$ cat config.mk
export PLATFORM = sky130hd
export DESIGN_NAME = dino_jump_ctrl
export DESIGN_NICKNAME = d
export VERILOG_FILES = /design/src/rtl/dino_jump_ctrl.sv
export SDC_FILE = /design/constraint.sdc
export NUM_CORES = 1
export LEC_CHECK = 0
export CAP_MARGIN = 20
export CORE_MARGIN = 2
export CORE_UTILIZATION = 35
export CTS_CLUSTER_DIAMETER = 120
export DETAILED_ROUTE_END_ITERATION = 12
export PLACE_DENSITY_LB_ADDON = 0.2
export RECOVER_POWER = 100
export SYNTH_ARGS = -nofsm -noshare
export SYNTH_HDL_FRONTEND = slang
export SYNTH_SLANG_ARGS = --single-unit
$ cat constraint.sdc
create_clock -name clk -period 4.7 [get_ports clk]
set_input_delay 1.41 -clock clk [delete_from_list [all_inputs] [get_ports clk]]
set_output_delay 1.41 -clock clk [all_outputs]
set_load 0.02 [all_outputs]
$ cat src/rtl/dino_jump_ctrl.sv
// Dino vertical-motion stage: jump-button edge detect plus a per-frame
// rise/fall arc driven by the game-state FSM.
module dino_jump_ctrl #(
    parameter int Y_W     = 10,
    parameter int JUMP_V0 = 12,
    parameter int GRAVITY = 1
) (
    input  logic           clk,
    input  logic           rst,
    input  logic           frame_tick,
    input  logic           jump_btn,
    input  logic [1:0]     game_state,
    output logic           jump_pulse,
    output logic [Y_W-1:0] dino_y,
    output logic           airborne,
    output logic           landed
);

    typedef enum logic [1:0] {
        GS_INIT     = 2'b00,
        GS_DEAD     = 2'b01,
        GS_IN_GAME  = 2'b10,
        GS_INIT_ALT = 2'b11
    } game_state_t;

    typedef enum logic [1:0] {
        GROUND,
        RISING,
        FALLING
    } phase_t;

    localparam logic [Y_W-1:0] V0 = Y_W'(JUMP_V0);
    localparam logic [Y_W-1:0] G  = Y_W'(GRAVITY);

    phase_t        phase;
    game_state_t   gs;
    logic [Y_W-1:0] spd;
    logic          pending;
    logic          btn_prev;

    logic [Y_W-1:0] rise_d;
    logic [Y_W:0]   rise_sum;
    logic [Y_W:0]   fall_sum;
    logic [Y_W-1:0] fall_s;

    assign gs = game_state_t'(game_state);

    // Gravity is applied before displacement in both phases, so the default
    // arc climbs 12+11+..+1 = 78 and falls 1+2+..+12 back to ground.
    always_comb begin
        rise_d   = (spd > G) ? spd - G : '0;
        rise_sum = {1'b0, dino_y} + {1'b0, rise_d};
        fall_sum = {1'b0, spd} + {1'b0, G};
        fall_s   = (fall_sum > {1'b0, V0}) ? V0 : fall_sum[Y_W-1:0];
    end

    always_ff @(posedge clk or negedge rst) begin
        if (!rst) begin
            btn_prev   <= 1'b1;
            jump_pulse <= 1'b0;
            dino_y     <= '0;
            spd        <= '0;
            phase      <= GROUND;
            pending    <= 1'b0;
            airborne   <= 1'b0;
            landed     <= 1'b0;
        end else begin
            btn_prev   <= jump_btn;
            jump_pulse <= jump_btn & ~btn_prev;
            landed     <= 1'b0;
            case (gs)
                GS_IN_GAME: begin
                    if (frame_tick) begin
                        case (phase)
                            GROUND: begin
                                if (pending) begin
                                    phase    <= RISING;
                                    spd      <= V0;
                                    dino_y   <= V0;
                                    airborne <= 1'b1;
                                end
                            end
                            RISING: begin
                                dino_y <= rise_sum[Y_W] ? '1 : rise_sum[Y_W-1:0];
                                if (rise_d <= G) begin
                                    spd   <= '0;
                                    phase <= FALLING;
                                end else begin
                                    spd <= rise_d;
                                end
                            end
                            FALLING: begin
                                if (fall_s >= dino_y) begin
                                    dino_y   <= '0;
                                    spd      <= '0;
                                    phase    <= GROUND;
                                    airborne <= 1'b0;
                                    landed   <= 1'b1;
                                end else begin
                                    dino_y <= dino_y - fall_s;
                                    spd    <= fall_s;
                                end
                            end
                            default: phase <= GROUND;
                        endcase
                    end
                    // The registered pulse is the jump edge, so a press on the
                    // landing clk is seen once the dino is already grounded.
                    if (frame_tick && phase == GROUND && pending)
                        pending <= 1'b0;
                    else if (jump_pulse && phase == GROUND)
                        pending <= 1'b1;
                end
                GS_DEAD: begin
                    pending <= 1'b0;
                end
                default: begin
                    dino_y   <= '0;
                    spd      <= '0;
                    phase    <= GROUND;
                    pending  <= 1'b0;
                    airborne <= 1'b0;
                end
            endcase
        end
    end

endmodule

==> results of run 1 <==
[metrics by stage]
stage	total power [uW]	setup slack, ps	instance area [um2]	util
finish	507	714	2960	0.404
global route	537	323	2960	0.404
CTS	514	801	2970	0.405
detailed placement	374	825	2920	0.399
global placement	374	913	2920	0.399
floorplan	337	1340	2680	-
[critical path: stages]
cell,delay [ps]
sky130_fd_sc_hd__dlygate4sd3_1,560
sky130_fd_sc_hd__nor2b_1,460
sky130_fd_sc_hd__and3_1,380
sky130_fd_sc_hd__and3_1,180
sky130_fd_sc_hd__clkbuf_1,450
sky130_fd_sc_hd__o21ai_0,350
sky130_fd_sc_hd__a21oi_1,190
sky130_fd_sc_hd__o21ai_0,90
sky130_fd_sc_hd__o31ai_1,100
[power breakdown]
| part | switching, uW | internal [uW] |
|---|---|---|
| clock | 79.2 | 61.0 |
| sequential | 8.21 | 238 |
| combinational | 71.7 | 49.2 |
| total | 159 | 348 |
[layout by cell type (no fill, tap or decap), types with 3 or more instances in the layout]
| cell type | count |
|---|---|
| sky130_fd_sc_hd__nor3_1 | 9 |
| sky130_fd_sc_hd__o21ai_0 | 24 |
| sky130_fd_sc_hd__o211ai_1 | 6 |
| sky130_fd_sc_hd__xor2_1 | 7 |
| sky130_fd_sc_hd__nand2b_1 | 4 |
| sky130_fd_sc_hd__o21a_1 | 3 |
| sky130_fd_sc_hd__conb_1 | 6 |
| sky130_fd_sc_hd__a21oi_1 | 22 |
| sky130_fd_sc_hd__a22o_1 | 6 |
| sky130_fd_sc_hd__nor4_1 | 3 |
| sky130_fd_sc_hd__inv_1 | 9 |
| sky130_fd_sc_hd__nor2b_1 | 5 |
| sky130_fd_sc_hd__clkbuf_1 | 3 |
| sky130_fd_sc_hd__nand3_1 | 11 |
| sky130_fd_sc_hd__nor2_1 | 19 |
| sky130_fd_sc_hd__xnor2_1 | 14 |
| sky130_fd_sc_hd__clkbuf_8 | 3 |
| sky130_fd_sc_hd__dlygate4sd3_1 | 17 |
| sky130_fd_sc_hd__a41o_1 | 4 |
| sky130_fd_sc_hd__a21o_1 | 6 |
| sky130_fd_sc_hd__a31oi_1 | 5 |
| sky130_fd_sc_hd__nand4_1 | 5 |
| sky130_fd_sc_hd__nand2_1 | 34 |
| sky130_fd_sc_hd__a22oi_1 | 4 |
| sky130_fd_sc_hd__or2_2 | 3 |
| sky130_fd_sc_hd__ha_1 | 28 |
| sky130_fd_sc_hd__dfrtp_1 | 26 |
[worst max-delay path by stage]
stage	startpoint	to	cells past startpoint
floorplan	spd[1]	dino_y[9]	15
global placement	game_state[1]	spd[4]	9
detailed placement	spd[0]	dino_y[9]	13
CTS	spd[0]	dino_y[9]	13
global route	spd[0]	dino_y[9]	13
finish	game_state[1]	spd[4]	9
[registers in the layout, indices dropped and copies added (netlist names)]
| name | flops |
|---|---|
| dino_y | 10 |
| spd | 10 |
| phase | 2 |
| airborne | 1 |
| btn_prev | 1 |
| jump_pulse | 1 |
| landed | 1 |
| pending | 1 |
[routing by layer]
| metal | wire (um) | global-route usage |
|---|---|---|
| met2 | 3220 | 0.267 |
| met5 | 0 | 0 |
| met3 | 278 | 0.0183 |
| met4 | 91 | 0.0391 |
| met1 | 3300 | 0.249 |
[cell families (layout without fill, tap and decap cells)]
family	Yosys count	after routing
other	1	6
adders and majority gates	30	30
AOI/OAI and AO/OA	98	98
buffers and inverters	23	33
DFF	27	27
xor gates and xnor gates	21	21
muxes	3	3
and+or+nand+nor	113	113
[cell type report]
type / instances / area, um2
inverter: 9 / 33.8
multi-input combinational: 271 / 1890
sequential: 27 / 677
fill: 747 / 4370
tap: 99 / 124
timing repair buffer: 20 / 188
clock buffer: 4 / 45.0
==> qor.tcl, run 1 <==
set qor(globalRoute.totalOverflow) 0
set qor(post_route_cells_drive_above_1_share) 0.0604
set qor(hold_start) {btn_prev}
set qor(syn_area_per_cell_um2) 8.43
set qor(synth_top_cell_area_share) 0.244
set qor(grtUsageTotal) 0.169
set qor(cts_hold_buf) 0
set qor(crit_fanout) 12
set qor(detailedRoute.firstPassIterationCount) 4
set qor(timing_worst_setup_path_type) {primary input to flip-flop}
set qor(die_height_um) 91.3
set qor(yosys_warnings) 0
set qor(cts.sinks) 27
set qor(r2r_start) {spd[0]}
set qor(synthCells) 316
set qor(route.vias.total) 2418
set qor(power.leakage_uw) 0.00144
set qor(synth_cell_types) 58
set qor(clock_pin_transition_on_the_worst_setup_and_hold_timing_paths_ps) 100
set qor(post_cts_resized) 0
set qor(core.rowCount) 31
set qor(place_inst) 426
set qor(nets) 368
set qor(fp.dieW_um) 91.3
set qor(report.final.slew_viol_count) 28
set qor(yosysTopAreaCell) {sky130_fd_sc_hd__dfrtp_1}
set qor(fin_setup_tns_ps) 0
set qor(io_pins) 19
set qor(synth-compound-area-share) 0.246
set qor(gp_congestion) 0.880
set qor(synth_area_leaders) {sky130_fd_sc_hd__dfrtp_1 (24%), sky130_fd_sc_hd__ha_1 (13%), sky130_fd_sc_hd__nand2_1 (4.8%), sky130_fd_sc_hd__xnor2_1 (4.6%), sky130_fd_sc_hd__o21ai_0 (4.5%)}
set qor(regToRegEndpoint) {dino_y[9]}
set qor(result_of_the_run) {finished with violations}
set qor(setup_viol) 0
set qor(fmax_mhz) 251
set qor(core_ar_um2) 7330
set qor(power-per-cell-area_nw_per_um2) 171
set qor(setup_slack_of_the_worst_register_to_register_path_ps) 780
set qor(layout_worst_path_cycle_share) 0.848
set qor(final.setup_skew_ps) 1.98
set qor(multiplexer_share_of_the_synthesized_area) 0.0141
set qor(postSynthRegisterBits) 27
set qor(hold_path_class) {flip-flop to flip-flop}
set qor(yosysSeqAreaShare) 0.254
set qor(unrepaired_setup_endpoints_after_global_routing) {no}
set qor(post_cts_setup_repair_buffer_count) 0
set qor(area.growth.synth_to_final_pct) 11.1
set qor(cts.root.buffer_cell) {sky130_fd_sc_hd__clkbuf_8}
set qor(whs_endpoint) {jump_pulse}
set qor(cap_violations) 1
set qor(drt_wl_total_um) 6890
set qor(dp_hpwl_um) 5270
set qor(finish.cell_count_without_fillers) 430
set qor(clk-insertion-delay-late_ps) 280
set qor(drt_iter0_markers) 173
set qor(synthFlopType) {sky130_fd_sc_hd__dfrtp_1}
set qor(timing.critical_path.from_type) {primary input}
set qor(crit_arrival_ps) 4180
set qor(finalHoldViolCount) 0
set qor(synth.most_common_cell) {sky130_fd_sc_hd__nand2_1}
set qor(fp.dieArea_um2) 8330
set qor(cts_tree) {built}
set qor(fin_crit_ps) 3990
set qor(grt_max_degree) 28
set qor(htree_levels) 1
set qor(routed_via_density) 5.62
set qor(cp-end-kind) {flip-flop}
set qor(yosys.area_share.adder) 0.146
set qor(yosys.area_share.xor_xnor) 0.0690
set qor(avgRoutedWirePerCell_um) 16.0
set qor(grt_antenna_before_repair) 0
set qor(initial_core_util) 0.364
set qor(ys_top_cells_by_count) {sky130_fd_sc_hd__nand2_1 (34), sky130_fd_sc_hd__ha_1 (28), sky130_fd_sc_hd__dfrtp_1 (26), sky130_fd_sc_hd__o21ai_0 (24), sky130_fd_sc_hd__a21oi_1 (22)}
set qor(antenna_cells_inserted) 0
set qor(via_count_of_the_first_global_routing_pass) 2269
set qor(cts_buffer_depth) 2
set qor(post_drt_antenna_nets) 0
set qor(synth_enable_flop_cells) 0
set qor(violations) {capacitance limit, slew limit}
set qor(asyncSetResetFlopFracSynth) 1.00
set qor(hold_slack_ps) 506
set qor(io_buffers) 18
set qor(dominant_combinational_cell_family_by_area_after_synthesis) {compound AO/OA/AOI/OAI gates}
set qor(critPathRequiredTime_ps) 4890
set qor(timing_worst_slew_pin_value_ps) 1610
set qor(synthesis.area_um2) 2670
set qor(min_delay_path_depth) 1
set qor(numCtsBuffers) 3
set qor(number_of_cells_on_the_worst_reg_to_reg_path) 13
set qor(drt_drc_violations_left) 0
set qor(yosys.area_share.simple) 0.227
set qor(ir_drop_mv) 0.0977
set qor(grt_pass1_wl_um) 11500
set qor(timing.slew.headroom) -0.0712
(Power assumes the default switching activity.)
==> run 2, diff against run 1 <==
==> constraint.sdc (replaced) <==
create_clock -name clk -period 4.12 [get_ports clk]
set_input_delay 1.236 -clock clk [delete_from_list [all_inputs] [get_ports clk]]
set_output_delay 1.236 -clock clk [all_outputs]
set_load 0.02 [all_outputs]
==> run 2 against run 1 <==
Effect of this change:
- the run still ends with capacitance limit, slew limit left
- utilization increased by 0.68 points
- critical path depth increased by 1
- sequential share of layout area is 0.38 points lower
- sequential power increased by 14%
- worst setup slack got worse by 520 ps
- die area unchanged
- flip-flop and latch count did not move
- clock power up 16%
- critical endpoint unchanged
==> qor.tcl, run 2 (synthesis results as in run 1) <==
set qor(detailedRoute.firstPassIterationCount) 6 ;# was 4
set qor(grt_max_degree) 28 ;# unchanged
set qor(dp_hpwl_um) 5360 ;# was 5270 um
set qor(share_seq_of_total_power) 0.480 ;# was 0.486
set qor(avgRoutedWirePerCell_um) 16.6 ;# was 16.0 um
set qor(fin_crit_ps) 3930
set qor(initial_core_util) 0.364 ;# unchanged
set qor(place_ws_ps) 282 ;# was 825 ps
set qor(cts_hold_buf) 0 ;# unchanged
set qor(area.growth.synth_to_final_pct) 13.0 ;# was 11.1%
set qor(timing.critical_path.max_delay_family) {buffers and inverters} ;# was simple AND/OR/NAND/NOR gates
set qor(hold_path_class) {flip-flop to flip-flop} ;# unchanged
set qor(core.rowCount) 31 ;# unchanged
set qor(final.setup.worst_slack_ps) 194 ;# was 714 ps
set qor(power.share.switching) 0.318 ;# was 0.313
set qor(fp.dieW_um) 91.3 ;# unchanged
set qor(post_route_cells_drive_above_1_share) 0.0774 ;# was 0.0604
set qor(violations) {capacitance limit, slew limit} ;# unchanged
set qor(fin_setup_tns_ps) 0 ;# unchanged
set qor(io_pins) 19 ;# unchanged
set qor(top_regs) {dino_y (10), spd (10), phase (2)} ;# unchanged
set qor(cts.sinks) 27 ;# unchanged
set qor(cp-end-kind) {flip-flop} ;# unchanged
set qor(cts.root.buffer_cell) {sky130_fd_sc_hd__clkbuf_8} ;# unchanged
set qor(io_buffers) 18 ;# unchanged
set qor(route.vias.total) 2442 ;# was 2418
set qor(post_cts_resized) 0 ;# unchanged
set qor(cell_internal_pwr_uw) 399 ;# was 348 uW
set qor(timing.critical_path.from_type) {primary input} ;# unchanged
set qor(power.leakage_uw) 0.00147 ;# was 0.00144 uW
set qor(most-common-layout-cells) {sky130_fd_sc_hd__nand2_1 (34), sky130_fd_sc_hd__ha_1 (28), sky130_fd_sc_hd__dfrtp_1 (26)} ;# unchanged
set qor(grtUsageTotal) 0.176 ;# was 0.169
set qor(final.setup_skew_ps) 2.01 ;# was 1.98 ps
set qor(cts_tree) {built} ;# unchanged
set qor(ir_drop_mv) 0.121 ;# was 0.0977 mV
set qor(timing_worst_slew_pin_value_ps) 1680 ;# was 1610 ps
set qor(layout_worst_path_cycle_share) 0.953
set qor(fp.dieArea_um2) 8330 ;# unchanged
set qor(nets) 373 ;# was 368
set qor(most_common_library_cell_in_the_layout_ignoring_fill_and_taps) {sky130_fd_sc_hd__nand2_1} ;# unchanged
set qor(timing_worst_setup_path_type) {primary input to flip-flop} ;# unchanged
set qor(timing.slew.headroom) -0.117 ;# was -0.0712
set qor(antenna_cells_inserted) 0 ;# unchanged
set qor(grt_antenna_before_repair) 0 ;# unchanged
set qor(crit_fanout) 12 ;# unchanged
set qor(gp_congestion) 0.805 ;# was 0.880
set qor(grt_pass1_wl_um) 11800 ;# was 11500 um
set qor(clock_pin_transition_on_the_worst_setup_and_hold_timing_paths_ps) 100 ;# about the same
set qor(drt_drc_violations_left) 0 ;# unchanged
set qor(critPathRequiredTime_ps) 4320 ;# was 4890 ps
set qor(power-per-cell-area_nw_per_um2) 194 ;# was 171 nW/um2
set qor(unrepaired_setup_endpoints_after_global_routing) {no} ;# unchanged
set qor(drt_iter0_markers) 166 ;# was 173
set qor(post_cts_setup_repair_buffer_count) 0 ;# unchanged
set qor(fmax_mhz) 255
set qor(crit_path_cell_trace) {dlygate4sd3_1 -> nor2b_1 -> clkbuf_1 -> and3_1 -> and3_1 -> clkbuf_1 -> o21ai_0 -> a21oi_1 -> o21ai_0 -> o31ai_1} ;# was dlygate4sd3_1 -> nor2b_1 -> and3_1 -> and3_1 -> clkbuf_1 -> o21ai_0 -> a21oi_1 -> o21ai_0 -> o31ai_1
set qor(report.final.slew_viol_count) 28 ;# unchanged
set qor(routed_via_density) 5.61 ;# was 5.62
set qor(core_ar_um2) 7330 ;# unchanged
set qor(die_height_um) 91.3 ;# unchanged
set qor(setup_viol) 0 ;# unchanged
set qor(via_count_of_the_first_global_routing_pass) 2285 ;# was 2269
set qor(crit_arrival_ps) 4120 ;# was 4180 ps
set qor(result_of_the_run) {finished with violations} ;# unchanged
set qor(hold_slack_ps) 496 ;# was 506 ps
set qor(cts_buffer_depth) 2 ;# unchanged
set qor(critPathMaxStageDelay_ps) 570 ;# was 560 ps
set qor(design_power_total_uw) 585 ;# was 507 uW
set qor(p_clk_frac) 0.278 ;# was 0.276
set qor(numCtsBuffers) 3 ;# unchanged
set qor(cp.buffers_inverters) 3 ;# was 2
set qor(post_drt_antenna_nets) 0 ;# unchanged
set qor(part_of_the_power_in_combinational_logic) 0.241 ;# was 0.238
set qor(globalRoute.totalOverflow) 0 ;# unchanged
set qor(critical-path-slowest-cell) {sky130_fd_sc_hd__dlygate4sd3_1} ;# unchanged
set qor(finalHoldViolCount) 0 ;# unchanged
set qor(setup_slack_of_the_worst_register_to_register_path_ps) 350 ;# was 780 ps
set qor(cap_violations) 1 ;# unchanged
set qor(htree_levels) 1 ;# unchanged
set qor(clk-insertion-delay-late_ps) 290 ;# was 280 ps
set qor(total_switching_power_uw) 186 ;# was 159 uW
set qor(drt_wl_total_um) 7200 ;# was 6890 um
set qor(final_core_util) 0.411 ;# was 0.404
## run 2: cell types whose count changed in the layout (fill, tap and decap cells not counted), sizes merged
cell / previous run / this run
buf: 0 / 4
clkbuf: 6 / 7
## run 2: layout make-up
class / instances / area (um2)
Multi-Input combinational cell: 271 / 1910
Sequential cell: 27 / 677
Tap cell: 99 / 124
Clock buffer: 4 / 45.0
Inverter: 9 / 33.8
Fill cell: 772 / 4320
Timing Repair Buffer: 25 / 221
## run 2: path summary, 6_finish.rpt
| path | from | cells after the start | end |
|---|---|---|---|
| worst max register to register | spd[1] | 15 | dino_y[9] |
| max in group asynchronous | rst | 2 | dino_y[4] |
| worst min register to register | btn_prev | 1 | jump_pulse |
| worst max-delay path | game_state[1] | 10 | spd[4] |
| worst min-delay path | btn_prev | 1 | jump_pulse |
| min in group asynchronous | rst | 2 | spd[4] |
## run 2: layer usage
layer  GRT usage  routed length, um  up-vias  part of all wire
li1            -                  -     1207                 -
met1       0.255               3650     1172              0.51
met2       0.278               3250       56              0.45
met3      0.0191                202        7             0.028
met4      0.0492                 95        0             0.013
met5           0                  0        -                 0
## run 2: power groups by stage
stage / Combinational, uW / Clock [uW] / Sequential [uW]
after CTS: 144 / 169 / 281
after global routing: 156 / 178 / 282
after global placement: 142 / 0 / 287
final: 141 / 163 / 281
after detailed placement: 143 / 0 / 287
after floorplan: 97.5 / 0 / 287
## run 2: per-stage QoR
stage                     std cells  area (um2)
after floorplan                 321        2680
after global placement          431        2960
after detailed placement        431        2960
after CTS                       435        3010
after global routing            435        3010
final                           435        3010
